### src/rtl/ps2_host_tx.sv
// rtl/ps2_host_tx.sv - PS/2 host-to-device command transmitter; optional ack/timeout checking under PS2_TX_ACK_CHECK_EN
module ps2_host_tx #(
    parameter int RTS_CYCLES     = 5000,
    parameter int TIMEOUT_CYCLES = 1000000
) (
    input  logic       clk,
    input  logic       reset,
    input  logic [7:0] din,
    input  logic       wr_ps2,
    input  logic       ps2c_in,
    input  logic       ps2d_in,
    output logic       ps2c_drv_low,
    output logic       ps2d_drv_low,
    output logic       tx_idle,
    output logic       tx_done_tick,
    output logic       ack_err
);

    localparam logic [2:0] ST_IDLE  = 3'd0;
    localparam logic [2:0] ST_RTS   = 3'd1;
    localparam logic [2:0] ST_START = 3'd2;
    localparam logic [2:0] ST_DATA  = 3'd3;
    localparam logic [2:0] ST_STOP  = 3'd4;

    localparam int              RTS_W    = $clog2(RTS_CYCLES + 1);
    localparam logic [RTS_W-1:0] RTS_LOAD = RTS_W'(RTS_CYCLES - 1);

    logic [2:0]       state_reg, state_next;
    logic [8:0]       b_reg, b_next;
    logic [3:0]       n_reg, n_next;
    logic [RTS_W-1:0] rts_reg, rts_next;

    logic [7:0] filt_c_reg;
    logic [7:0] filt_c_next;
    logic       f_c_reg, f_c_next;
    logic       fall_edge;

    // The device clock is debounced: it only changes after 8 identical samples.
    assign filt_c_next = {ps2c_in, filt_c_reg[7:1]};
    assign f_c_next    = (filt_c_next == 8'hFF) ? 1'b1 :
                         (filt_c_next == 8'h00) ? 1'b0 : f_c_reg;
    assign fall_edge   = f_c_reg & ~f_c_next;

    // Clock filter, FSM state and datapath registers
    always_ff @(posedge clk or posedge reset) begin
        if (reset) begin
            filt_c_reg <= 8'h00;
            f_c_reg    <= 1'b0;
            state_reg  <= ST_IDLE;
            b_reg      <= 9'd0;
            n_reg      <= 4'd0;
            rts_reg    <= '0;
        end else begin
            filt_c_reg <= filt_c_next;
            f_c_reg    <= f_c_next;
            state_reg  <= state_next;
            b_reg      <= b_next;
            n_reg      <= n_next;
            rts_reg    <= rts_next;
        end
    end

`ifdef PS2_TX_ACK_CHECK_EN
    localparam int             TO_W    = $clog2(TIMEOUT_CYCLES + 1);
    localparam logic [TO_W-1:0] TO_LOAD = TO_W'(TIMEOUT_CYCLES - 1);

    logic [7:0]      filt_d_reg;
    logic [7:0]      filt_d_next;
    logic            f_d_reg, f_d_next;
    logic [TO_W-1:0] to_reg, to_next;
    logic            in_frame;
    logic            timeout_hit;

    // The ack is judged on the same debounced view as the clock.
    assign filt_d_next = {ps2d_in, filt_d_reg[7:1]};
    assign f_d_next    = (filt_d_next == 8'hFF) ? 1'b1 :
                         (filt_d_next == 8'h00) ? 1'b0 : f_d_reg;

    assign in_frame    = (state_reg == ST_START) || (state_reg == ST_DATA) ||
                         (state_reg == ST_STOP);
    // A real edge in the same cycle always wins over an expiring watchdog.
    assign timeout_hit = in_frame && !fall_edge && (to_reg == '0);

    // Data line filter and device-clock watchdog registers
    always_ff @(posedge clk or posedge reset) begin
        if (reset) begin
            filt_d_reg <= 8'h00;
            f_d_reg    <= 1'b0;
            to_reg     <= '0;
        end else begin
            filt_d_reg <= filt_d_next;
            f_d_reg    <= f_d_next;
            to_reg     <= to_next;
        end
    end

    // Watchdog reloads when the device is first expected to clock and on every edge
    always_comb begin
        to_next = to_reg;
        if (state_reg == ST_RTS && rts_reg == '0) begin
            to_next = TO_LOAD;
        end else if (in_frame) begin
            if (fall_edge) begin
                to_next = TO_LOAD;
            end else if (to_reg != '0) begin
                to_next = to_reg - TO_W'(1);
            end
        end
    end
`else
    logic [32:0] unused_cfg;
    assign unused_cfg = {ps2d_in, 32'(TIMEOUT_CYCLES)};
`endif

    // Frame sequencing: request-to-send, start, 8 data + parity, stop, ack
    always_comb begin
        state_next   = state_reg;
        b_next       = b_reg;
        n_next       = n_reg;
        rts_next     = rts_reg;
        ps2c_drv_low = 1'b0;
        ps2d_drv_low = 1'b0;
        tx_idle      = 1'b0;
        tx_done_tick = 1'b0;
        ack_err      = 1'b0;

        case (state_reg)
            ST_IDLE: begin
                tx_idle = 1'b1;
                if (wr_ps2) begin
                    b_next     = {~^din, din};
                    rts_next   = RTS_LOAD;
                    state_next = ST_RTS;
                end
            end
            ST_RTS: begin
                ps2c_drv_low = 1'b1;
                if (rts_reg == '0) begin
                    state_next = ST_START;
                end else begin
                    rts_next = rts_reg - RTS_W'(1);
                end
            end
            ST_START: begin
                ps2d_drv_low = 1'b1;
                if (fall_edge) begin
                    n_next     = 4'd8;
                    state_next = ST_DATA;
                end
            end
            ST_DATA: begin
                ps2d_drv_low = ~b_reg[0];
                if (fall_edge) begin
                    b_next = {1'b0, b_reg[8:1]};
                    if (n_reg == 4'd0) begin
                        state_next = ST_STOP;
                    end else begin
                        n_next = n_reg - 4'd1;
                    end
                end
            end
            ST_STOP: begin
                if (fall_edge) begin
                    state_next   = ST_IDLE;
                    tx_done_tick = 1'b1;
`ifdef PS2_TX_ACK_CHECK_EN
                    ack_err      = f_d_reg;
`endif
                end
            end
            default: begin
                state_next = ST_IDLE;
            end
        endcase

`ifdef PS2_TX_ACK_CHECK_EN
        if (timeout_hit) begin
            ps2c_drv_low = 1'b0;
            ps2d_drv_low = 1'b0;
            state_next   = ST_IDLE;
            tx_done_tick = 1'b1;
            ack_err      = 1'b1;
        end
`endif
    end

endmodule

### config.mk
export PLATFORM = sky130hd
export DESIGN_NAME = ps2_host_tx
export DESIGN_NICKNAME = d
export VERILOG_FILES = /design/src/rtl/ps2_host_tx.sv
export SDC_FILE = /design/constraint.sdc
export NUM_CORES = 1
export LEC_CHECK = 0
export ABC_AREA = 1
export BUFFER_PORTS_ARGS = -buffer_cell sky130_fd_sc_hd__buf_2
export CORE_AREA = 2 2 57 112
export DETAILED_ROUTE_END_ITERATION = 6
export DIE_AREA = 0 0 59 114
export PLACE_DENSITY = 0.59
export SYNTH_ARGS = -nofsm -noshare
export SYNTH_HDL_FRONTEND = slang
export SYNTH_SLANG_ARGS = --single-unit
### constraint.sdc
create_clock -name clk -period 1.4 [get_ports clk]
set_clock_uncertainty 0.05 [all_clocks]
set_input_delay 0.42 -clock clk [delete_from_list [all_inputs] [get_ports clk]]
set_output_delay 0.42 -clock clk [all_outputs]
set_load 0.02 [all_outputs]
* Word-level counts from Yosys, hierarchy flattened *
Index checks and enable logic that the tools add are counted.

word-level totals
  bits in registers = 38
  output and inout port bits = 5
  logic and storage cells = 60

operators by class
  add/subtract/negate cells = 2
  equal/unequal tests = 13
  mux-type cells = 24
  bitwise gates (word level) = 3
  reduce and logical (&&, ||, !) cells = 12

operators by type and width
  operator               number
  $mux 13                2
  $pmux 13 s2            1
  $mux 3                 6
  $mux 9                 2
  $pmux 9 s2             1
  $ne 2x2->1 const B     8
  $pmux 3 s5             1
  $logic_not 13->1       1
  $sub 13x1->13 const B  1
  $mux 4                 3
  $eq 8x8->1 const B     1
  $logic_not 8->1        1
  $pmux 4 s2             1
  $reduce_xnor 8->1      1
  $eq 3x2->1 const B     2
  $mux 1                 6
  $reduce_and 3->1       2
  $reduce_and 6->1       1
  $reduce_bool 2->1      3
  $logic_not 4->1        1
  $reduce_and 4->1       1
  $sub 4x1->4 const B    1
  $eq 3x1->1 const B     1
  $eq 3x3->1 const B     1
  other kinds (4)        5

* Longest topological paths before layout *
Gate-level depths: netlist (run 1).

  word-level depth = 7
  mapped depth = 11
  gate-level depth less buffers = 11

* Worst setup path after synthesis (run 1) *
OpenSTA, ideal clock, no wires.

  path type = input to output
  start point = input ps2c_in
  end point = output tx_done_tick
  arrival = 1132 ps
  path slack = -202 ps
  cell stages on the path = 5
  path through = nor2_1 nand2_1 nor2_1 nand2_1 nor2_1

between the ends
  longest elaborated chain between the ends = 7
  elaborated cells between the ends (all ways) = 8
  those cells by class = 1 x eq/ne; 4 x mux; 2 x bitwise; 1 x reduce/logical

ends and longest elaborated chain
  what             line  text
  from (decl)      10    input logic ps2c_in,
  $logic_not 8->1  41    (filt_c_next == 8'h00) ? 1'b0 : f_c_reg;
  $mux 1           41
  $mux 1 *         40    assign f_c_next = (filt_c_next == 8'hFF) ? 1'b1 :
  $not 1->1 *      42    assign fall_edge = f_c_reg & ~f_c_next;
  $and 1x1->1 *    42
  $mux 1 *         163   if (fall_edge) begin
  $mux 1 *         127   case (state_reg)
  to (decl)        15    output logic tx_done_tick,

Mark *: on every way between the ends. The rest lies on a longest branch, timed or not.

* Worst setup path in the final report (run 1) *
  start point = register filt_c_reg[4]
  end point = output tx_done_tick

between the ends
  longest elaborated chain between the ends = 7
  elaborated cells between the ends (all ways) = 8
  those cells by class = 1 x eq/ne; 4 x mux; 2 x bitwise; 1 x reduce/logical

ends and longest elaborated chain
  what                    line  text
  from (decl)             33    logic [7:0] filt_c_reg;
  from (signal assigned)  54    filt_c_reg <= filt_c_next;
  $logic_not 8->1         41
  $mux 1                  41
  $mux 1 *                40
  $not 1->1 *             42
  $and 1x1->1 *           42
  $mux 1 *                163
  $mux 1 *                127

Marked as above.

==> results.md, run 1 <==
- GP Congestion: between 0.8 and 0.9
- Clock Pin Slew Worst Setup and Hold Paths: ~60 ps
- Hold Crit Class: primary input to async pin
- Critical path start-end classification: flip-flop to output port
- Crit path to: tx_done_tick
- First-pass GRT wire length: 9730 µm
- Io pins: 18
- Final Power: 0.00807 W
- Die area: ~6700 µm²
- Synth cell types: 31
- Vias in the first global route: 2216
- Syn_nets: about 320
- Met3 usage: slightly above 3%
- Share of post-route cells with drive strength above 1: around 44%
- Setup WS post-layout: -360 ps
- Via density: 4.97
- Worst Setup End Kind: output port
- # rows: 40
- Flops & latches, synth: 37
- Post-CTS Hold Buffers: 0
- Crit. Startpoint: filt_c_reg[4]$_DFF_PP0_
- Met1 usage: 24.0%
- MaxCap Viol Count: 0
- RSZ-0062 raised after global routing: yes
- Drt pass-1 iters: 4
- CTS tree: yes
- CP bufs+invs: 1
- DRC: 0
- Port Buf Inserts: 15
- Wire per inst: 12.4 µm
- Die height: 114 µm
- Initial Util: 38.2%
- Max incr delay on CP: between 300 and 400 ps
- Syn Std Cell Area: 2260 µm²
- Initial antenna violation count: 0
- CTS Sinks: 37
- Routed Antenna Nets: 0
- Grt ovf: 0
- Post-DP HPWL: about 3700 µm
- Cell count along the critical path: 6
- Net Switching: 0.00343 W
- Worst-Skew Late Latency: 280 ps
- Ant diodes: 0
- Sequential power share: between 20% and 30%
- Core area: 5910 µm²
- CP delay by family, top: simple AND/OR/NAND/NOR gates
- Arr. time, crit path: 1290 ps
- Sequential area share after synthesis: 41.0%
- Req. time, crit path: between 900 and 1000 ps
- Worst vdd ir: 0.00155 V
- Int Pwr: around 0.0046 W
- Syn avg cell area: 7.50 µm²
- Worst reg-to-reg path cell count: 9
- Total track usage: between 10% and 20%
- GR peak layer: met2
- Root buf cell: clkbuf_16
- Largest net degree at the start of global routing: 38
- # fillers: 516
- Share of power burned in the clock network: roughly 14%
- Fin util: 57.6%
- Share of flip-flops with an asynchronous set or reset: 100%
- Mapped Cells: 301
- Pre-CTS setup slack: -268 ps
- Net Sw Frac: a little over two fifths
- Nets@finish: 410
- Critical path, cell by cell: nor2_1 -> nand2_1 -> nor2_2 -> nand2_2 -> nor2_4 -> buf_6
- Final Setup Violations: 33
- Clock Path Buffers: 2
- Vias: 2268
- Crit path max fanout: 2
- Top_reg_cell synth: dfrtp_1
- Post-synth top area share: between 40% and 50%
- Combinational power share: 65.4%
- YS warnings: 0
- Tcrit/Tclk final: 126%
- RR Startpoint: state_reg[0]$_DFFE_PP0P_
- Synth area leaders: dfrtp_1 (41%), nand2_1 (19%), inv_1 (4.5%)
- Max reg flops: 13
- TritonCTS Buffers: 5
- Die W: 59 µm
- Post-synth EDFFs: 0
- Reg2reg setup slack: -190 ps
- Commonest cells after routing, fill and taps aside: nand2_1 (92), buf_4 (51), dfrtp_1 (36)
- Tmin final: ~1800 ps
- Failing checks: setup timing
- Endpoints failing hold: 0
- Power Density: 2370 nW/µm²
- Reg2reg end: b_reg[2]$_DFFE_PP0P_
- Cell taking the most area after synthesis: dfrtp_1
- H-tree Lvls: 2
- Syn-to-layout area delta: 50.7%
- Max Clk Rate: between 0.5 and 0.6 GHz
- Met2 Track Usage GR: a little under 30%
- Slew Viols, Final: 0
- Commonest non-fill, non-tap cell in the layout: nand2_1
- CP max stage cell: dfrtp_1
- Initial DRC Count: 93
- CP startpoint kind: flip-flop
- Run status: finished with violations
- Static Leakage: between 1.5 and 2 nW
- Final wirelength: 5660 µm
through the flow:
step	cell area [µm²]	hold WS (ps)	cells	TNS (ps)
finish	3400	127	456	-5650
global route	3400	155	456	-8590
CTS	3290	135	450	-5070
detailed placement	2830	411	429	-5380
global placement	2830	406	429	-4000
floorplan	2290	324	301	-254
cells in the mapped netlist, types with 2 or more instances:
cell and count:
o21ai_2 7, nor2_4 2, nand3_1 16, ha_1 4
xnor2_1 5, dfrtp_1 37, inv_2 3, nand2_2 9
buf_4 2, buf_12 2, nand2_1 112, nor2_2 4
o21ai_0 12, nand4_1 11, xor2_1 5, nor2_1 27
buf_2 2, inv_1 27, a21oi_1 2
power by group through the flow:
stage          logic [W]  clock network (W)  registers [W]
2_1_floorplan    0.00247                  0        0.00168
3_3_place_gp     0.00388                  0        0.00166
3_5_place_dp     0.00396                  0        0.00167
4_1_cts          0.00491            0.00114        0.00166
5_1_grt          0.00575            0.00116        0.00171
6_report         0.00528            0.00112        0.00167
cell type report:
class | count | area, µm² | share of cell area, %
inverter | 31 | 136 | 4.01
tap | 63 | 78.8 | 2.32
timing repair inverter | 1 | 5.00 | 0.147
clock buffer | 6 | 139 | 4.08
clock inverter | 1 | 7.51 | 0.221
timing repair buffer | 90 | 779 | 22.9
sequential | 37 | 927 | 27.2
multi-input combinational | 227 | 1330 | 39.1
worst min-delay path by stage:
| stage | startpoint | to | slack, ps | cells after the start |
|---|---|---|---|---|
| floorplan | filt_c_reg[2]$_DFF_PP0_ | filt_c_reg[1]$_DFF_PP0_ | 320 | 0 |
| global placement | b_reg[4]$_DFFE_PP0P_ | b_reg[4]$_DFFE_PP0P_ | 410 | 2 |
| detailed placement | b_reg[1]$_DFFE_PP0P_ | b_reg[1]$_DFFE_PP0P_ | 410 | 2 |
| CTS | reset | rts_reg[2]$_DFFE_PP0P_ | 140 | 3 |
| global route | reset | rts_reg[2]$_DFFE_PP0P_ | 160 | 3 |
| finish | reset | rts_reg[2]$_DFFE_PP0P_ | 130 | 3 |
tightest hold or removal path: stages:
cell    delay (ps)
buf_2           90
inv_1           80
buf_12         230
repair_timing:
item                       4_1_cts  5_1_grt
buffers inserted                14        7
gates cloned                     1        0
setup endpoints to repair       33       33
resized for setup               68       20
pin swaps                       28       15
per-layer routing:
layer | vias to the layer above | part of all wire (%)
li1 | 1135 | -
met1 | 1083 | 45
met2 | 38 | 50
met3 | 12 | 2.1
met4 | 0 | 2.6
met5 | - | 0
kinds of logic after synthesis:
kind of cell	Yosys count	share of synthesized area [%]
adder cells (fa/ha/maj)	4	2.22
other	1	0.166
AO/OA/AOI/OAI	23	6.87
flip-flops	37	41.0
XOR/XNOR	10	3.88
buffers and inverters	37	8.14
AND/OR/NAND/NOR	189	37.7
Note: power is estimated with default switching activity, not from simulation.
==> inputs of run 2 (changes only) <==
--- a/config.mk
+++ b/config.mk
@@ -11,6 +11,7 @@
 export DETAILED_ROUTE_END_ITERATION = 6
 export DIE_AREA = 0 0 59 114
 export PLACE_DENSITY = 0.59
+export RECOVER_POWER = 50
 export SYNTH_ARGS = -nofsm -noshare
 export SYNTH_HDL_FRONTEND = slang
 export SYNTH_SLANG_ARGS = --single-unit
==> results.md, run 2 (synthesis gave the netlist of run 1 again) <==
- Die W: 59 µm (unchanged)
- Root buf cell: clkbuf_16 (unchanged)
- Max Clk Rate: 0.568 GHz (about the same)
- Hold Crit Class: primary input to flip-flop (was primary input to async pin)
- Clock Path Buffers: 2 (unchanged)
- TritonCTS Buffers: 5 (unchanged)
- Syn-to-layout area delta: 50.0% (was 50.7%)
- Min Hold Slack: 260 ps (was 127 ps)
- Tmin final: 1760 ps (about the same)
- Net Sw Frac: 42.6% (was 42.5%)
- RSZ-0062 raised after global routing: yes (unchanged)
- H-tree Lvls: 2 (unchanged)
- Slew margin rel.: 38.2%
- # rows: 40 (unchanged)
- Failing checks: setup timing (unchanged)
- Worst-Skew Late Latency: 280 ps (about the same)
- Total track usage: 18.3% (unchanged)
- Arr. time, crit path: 1290 ps (about the same)
- Initial DRC Count: 113 (was 93)
- Slew Viols, Final: 0 (unchanged)
- Wire per inst: 12.5 µm (was 12.4 µm)
- Ant diodes: 0 (unchanged)
- Endpoints failing hold: 0 (unchanged)
- Routed Antenna Nets: 0 (unchanged)
- Tcrit/Tclk final: 126% (about the same)
- Commonest non-fill, non-tap cell in the layout: nand2_1 (unchanged)
- Port Buf Inserts: 15 (unchanged)
- Setup WS post-layout: -360 ps (about the same)
- Worst Setup End Kind: output port (unchanged)
- First-pass GRT wire length: 9730 µm (unchanged)
- Run status: finished with violations (unchanged)
- Sequential power share: 20.7% (about the same)
- Req. time, crit path: 930 ps (about the same)
- DRC: 0 (unchanged)
- Die height: 114 µm (unchanged)
- Final Setup Violations: 33 (unchanged)
- Share of post-route cells with drive strength above 1: 43.8% (was 44.0%)
- Die area: 6730 µm² (unchanged)
- Io pins: 18 (unchanged)
- Static Leakage: 1.71 nW (about the same)
- Clock Pin Slew Worst Setup and Hold Paths: 50 ps (was 60 ps)
- Initial antenna violation count: 0 (unchanged)
- Combinational power share: 65.5% (was 65.4%)
- Core area: 5910 µm² (unchanged)
- MaxCap Viol Count: 0 (unchanged)
- Initial Util: 38.2% (unchanged)
- Critical path start-end classification: flip-flop to output port (unchanged)
- Worst vdd ir: 0.00155 V (about the same)
- Pre-CTS setup slack: -268 ps (unchanged)
- Final wirelength: 5710 µm (was 5660 µm)
- Power Density: 2380 nW/µm² (was 2370 nW/µm²)
- Largest net degree at the start of global routing: 38 (unchanged)
- Non-Filler Instances: 456 (unchanged)
- Crit path max fanout: 2 (unchanged)
- Int Pwr: 0.00464 W (about the same)
- Vias in the first global route: 2216 (unchanged)
- CTS tree: yes (unchanged)
- Nets@finish: 410 (unchanged)
- Area post-placement: 2830 µm² (unchanged)
- Commonest cells after routing, fill and taps aside: nand2_1 (92), buf_4 (51), dfrtp_1 (36) (unchanged)
- Grt ovf: 0 (unchanged)
- GP Congestion: 0.814 (unchanged)
- CTS Sinks: 37 (unchanged)
- Share of power burned in the clock network: 13.8% (about the same)
- Placed insts: 429 (unchanged)
- Slew @ Worst Pin: 927 ps
- CP startpoint kind: flip-flop (unchanged)
- Max reg flops: 13 (unchanged)
- Drt pass-1 iters: 4 (unchanged)
- Net Switching: 0.00343 W (about the same)
- Fin area: 3390 µm² (was 3400 µm²)
- Vias: 2267 (was 2268)
- Post-DP HPWL: 3700 µm (unchanged)
- Fin util: 57.4% (was 57.6%)
- Via density: 4.97 (about the same)
- Post-CTS Hold Buffers: 0 (unchanged)
==> run 2: cell count changes in the layout (fill, tap and decap cells not counted) <==
cell,before,now
buf_12,3,2
clkbuf_2,0,1
buf_2,11,10
clkbuf_1,0,1
==> run 2: worst max-delay path, stage by stage (launching register included) <==
cell	delay, ps
dfrtp_1	370
nor2_1	100
nand2_1	80
nor2_2	140
nand2_2	90
nor2_4	110
buf_6	120
==> run 2: area by class of cell <==
cell class / count / area, µm²
clock buffers: 6 / 139
clock inverters: 1 / 7.51
fillers: 517 / 2520
inverters: 31 / 136
multi-input cells: 227 / 1330
flip-flops and latches: 37 / 927
well taps: 63 / 78.8
repair buffers: 90 / 763
repair inverters: 1 / 5.00
==> run 2: per-stage QoR <==
stage	power [W]	setup TNS [ps]
after detailed placement	0.00562	-5380
after global routing	0.00862	-8590
final	0.00807	-5700
after global placement	0.00553	-4000
after CTS	0.00772	-5070
after floorplan	0.00415	-254
==> run 2: repair_timing <==
action                     4_1_cts  5_1_grt
gates cloned                     1        0
buffers inserted                14        7
resized for setup               68       20
setup endpoints to repair       33       33
pin swaps                       28       15
==> run 2: worst paths after layout <==
kind | cells past startpoint | start | endpoint | slack (ps)
max in group asynchronous | 3 | reset | state_reg[2]$_DFFE_PP0P_ | 300
setup / recovery | 6 | filt_c_reg[4]$_DFF_PP0_ | tx_done_tick | -360
hold / removal | 1 | ps2c_in | filt_c_reg[7]$_DFF_PP0_ | 260
setup reg to reg | 9 | state_reg[0]$_DFFE_PP0P_ | b_reg[2]$_DFFE_PP0P_ | -190
hold reg to reg | 2 | b_reg[6]$_DFFE_PP0P_ | b_reg[6]$_DFFE_PP0P_ | 420
min in group asynchronous | 3 | reset | rts_reg[2]$_DFFE_PP0P_ | 360
==> run 2: power by group through the flow <==
stage	clock network (W)	logic (W)	registers (W)
floorplan	0	0.00247	0.00168
global placement	0	0.00388	0.00166
detailed placement	0	0.00396	0.00167
CTS	0.00114	0.00491	0.00166
global route	0.00116	0.00575	0.00171
finish	0.00111	0.00529	0.00167
==> run 2: routing by layer <==
metal / global-route usage (%) / wire length [µm]
met3: 3.06 / 147
met4: 8.03 / 148
met1: 24.0 / 2570
met5: 0 / 0
met2: 29.0 / 2840
==> inputs of run 3 (changes only) <==
--- a/config.mk
+++ b/config.mk
@@ -6,7 +6,7 @@
 export NUM_CORES = 1
 export LEC_CHECK = 0
 export ABC_AREA = 1
-export BUFFER_PORTS_ARGS = -buffer_cell sky130_fd_sc_hd__buf_2
+export BUFFER_PORTS_ARGS = -buffer_cell sky130_fd_sc_hd__buf_4
 export CORE_AREA = 2 2 57 112
 export DETAILED_ROUTE_END_ITERATION = 6
 export DIE_AREA = 0 0 59 114
==> results.md, run 3 (synthesis gave the netlist of run 1 again) <==
- Run status: finished with violations (unchanged)
- Failing checks: setup timing (unchanged)
- DRC: 0 (unchanged)
- Critical path start-end classification: flip-flop to output port (unchanged)
- Final Setup Violations: 33 (unchanged)
- Worst Setup End Kind: output port (unchanged)
- Wire per inst: 13.1 µm (was 12.5 µm)
- Initial antenna violation count: 0 (unchanged)
- CTS tree: yes (unchanged)
- Vias in the first global route: 2174 (was 2216)
- Commonest non-fill, non-tap cell in the layout: nand2_1 (unchanged)
- Initial Util: 38.2% (unchanged)
- Routed Antenna Nets: 0 (unchanged)
- Worst vdd ir: 0.00127 V (was 0.00155 V)
- Endpoints failing hold: 0 (unchanged)
- Tcrit/Tclk final: 128% (was 126%)
- Total track usage: 18.1% (was 18.3%)
- CP startpoint kind: flip-flop (unchanged)
- Largest net degree at the start of global routing: 38 (unchanged)
- Setup WS post-layout: -395 ps (was -360 ps)
- Hold Crit Class: primary input to flip-flop (unchanged)
- Slew margin rel.: 37.4% (was 38.2%)
- H-tree Lvls: 2 (unchanged)
- Tmin final: 1800 ps (was 1760 ps)
- Setup_tns: -8390 ps (was -5700 ps)
- Die area: 6730 µm² (unchanged)
- Die height: 114 µm (unchanged)
- Slew @ Worst Pin: 939 ps (was 927 ps)
- RSZ-0062 raised after global routing: yes (unchanged)
- Cell depth of the worst hold path: 1 (unchanged)
- Worst reg-to-reg path cell count: 9 (unchanged)
- Syn-to-layout area delta: 54.8% (was 50.0%)
- Commonest cells after routing, fill and taps aside: nand2_1 (86), buf_4 (56), dfrtp_1 (35) (was nand2_1 (92), buf_4 (51), dfrtp_1 (36))
- Drt pass-1 iters: 4 (unchanged)
- CTS Sinks: 37 (unchanged)
- # rows: 40 (unchanged)
- Io pins: 18 (unchanged)
- TritonCTS Buffers: 5 (unchanged)
- Clock Path Buffers: 2 (unchanged)
- Post-CTS Hold Buffers: 0 (unchanged)
- Slew Viols, Final: 0 (unchanged)
- Port Buf Inserts: 15 (unchanged)
- Max reg flops: 13 (unchanged)
- Worst-Skew Late Latency: 280 ps (about the same)
- Crit path max fanout: 4 (was 2)
- Nets@finish: 405 (was 410)
- Final wirelength: 5930 µm (was 5710 µm)
- First-pass GRT wire length: 9480 µm (was 9730 µm)
- Via density: 4.96 (was 4.97)
- Share of post-route cells with drive strength above 1: 44.2% (was 43.8%)
- Root buf cell: clkbuf_16 (unchanged)
- Power Density: 2490 nW/µm² (was 2380 nW/µm²)
- GP Congestion: 0.822 (was 0.814)
- MaxCap Viol Count: 0 (unchanged)
- Initial DRC Count: 109 (was 113)
- Final Power: 0.00870 W (was 0.00807 W)
- Max Clk Rate: 0.557 GHz (was 0.568 GHz)
- Vias: 2242 (was 2267)
- Die W: 59 µm (unchanged)
- Arr. time, crit path: 1330 ps (was 1290 ps)
- Req. time, crit path: 930 ps (about the same)
- Ant diodes: 0 (unchanged)
- Post-DP HPWL: 3700 µm (about the same)
- Grt ovf: 0 (unchanged)
- Clock Pin Slew Worst Setup and Hold Paths: 60 ps (was 50 ps)
- Static Leakage: 1.76 nW (was 1.71 nW)
- Core area: 5910 µm² (unchanged)
## run 3: layout make-up
class | count | area, µm²
multi-input cells | 227 | 1410
repair inverters | 1 | 7.51
fillers | 488 | 2410
flip-flops and latches | 37 | 928
clock buffers | 6 | 139
inverters | 31 | 154
well taps | 63 | 78.8
clock inverters | 2 | 13.8
repair buffers | 85 | 764
## run 3: worst paths after layout
kind / from / end / slack, ps
setup / recovery: state_reg[1]$_DFFE_PP0P_ / tx_done_tick / -400
setup reg to reg: state_reg[2]$_DFFE_PP0P_ / b_reg[2]$_DFFE_PP0P_ / -360
min in group asynchronous: reset / rts_reg[2]$_DFFE_PP0P_ / 380
hold / removal: ps2c_in / filt_c_reg[7]$_DFF_PP0_ / 260
max in group asynchronous: reset / state_reg[1]$_DFFE_PP0P_ / 280
hold reg to reg: b_reg[7]$_DFFE_PP0P_ / b_reg[7]$_DFFE_PP0P_ / 420
## run 3: per-stage QoR
stage	worst slack, ps	util, %	cells	hold slack (ps)	instance area [µm²]
global placement	-265	48.0	424	405	2830
global route	-462	59.2	452	257	3500
CTS	-390	54.8	441	142	3240
detailed placement	-311	48.0	424	410	2830
finish	-395	59.2	452	257	3500
floorplan	-29.4	-	301	324	2290
## run 3: repair_timing
| item | 4_1_cts | 5_1_grt |
|---|---|---|
| pin swaps | 20 | 24 |
| resized for setup | 55 | 51 |
| cloned | 0 | 1 |
| endpoints found under the setup margin | 33 | 33 |
| buffers inserted | 11 | 14 |
## run 3: worst max-delay path: stages, from the launching register on
cell	delay, ps
dfrtp_2	450
inv_2	140
nand3_1	170
nor2_4	160
buf_6	120
## run 3: routing by layer
layer  wire (µm)  part of all wire, %  up-vias  global-route usage [%]
li1            -                    -     1117                       -
met1        2480                   42     1080                    23.0
met2        3200                   54       34                    28.7
met3         131                  2.2       11                    3.29
met4         115                  1.9        0                    8.94
met5           0                    0        -                       0
## run 3: power breakdown
group / total, W / internal (W) / switching (W) / leakage (nW)
Clock: 0.00114 / 0.000707 / 0.000433 / 0.0768
Sequential: 0.00171 / 0.00142 / 0.000288 / 0.439
Combinational: 0.00585 / 0.00279 / 0.00305 / 1.24
Total: 0.00870 / 0.00492 / 0.00377 / 1.76
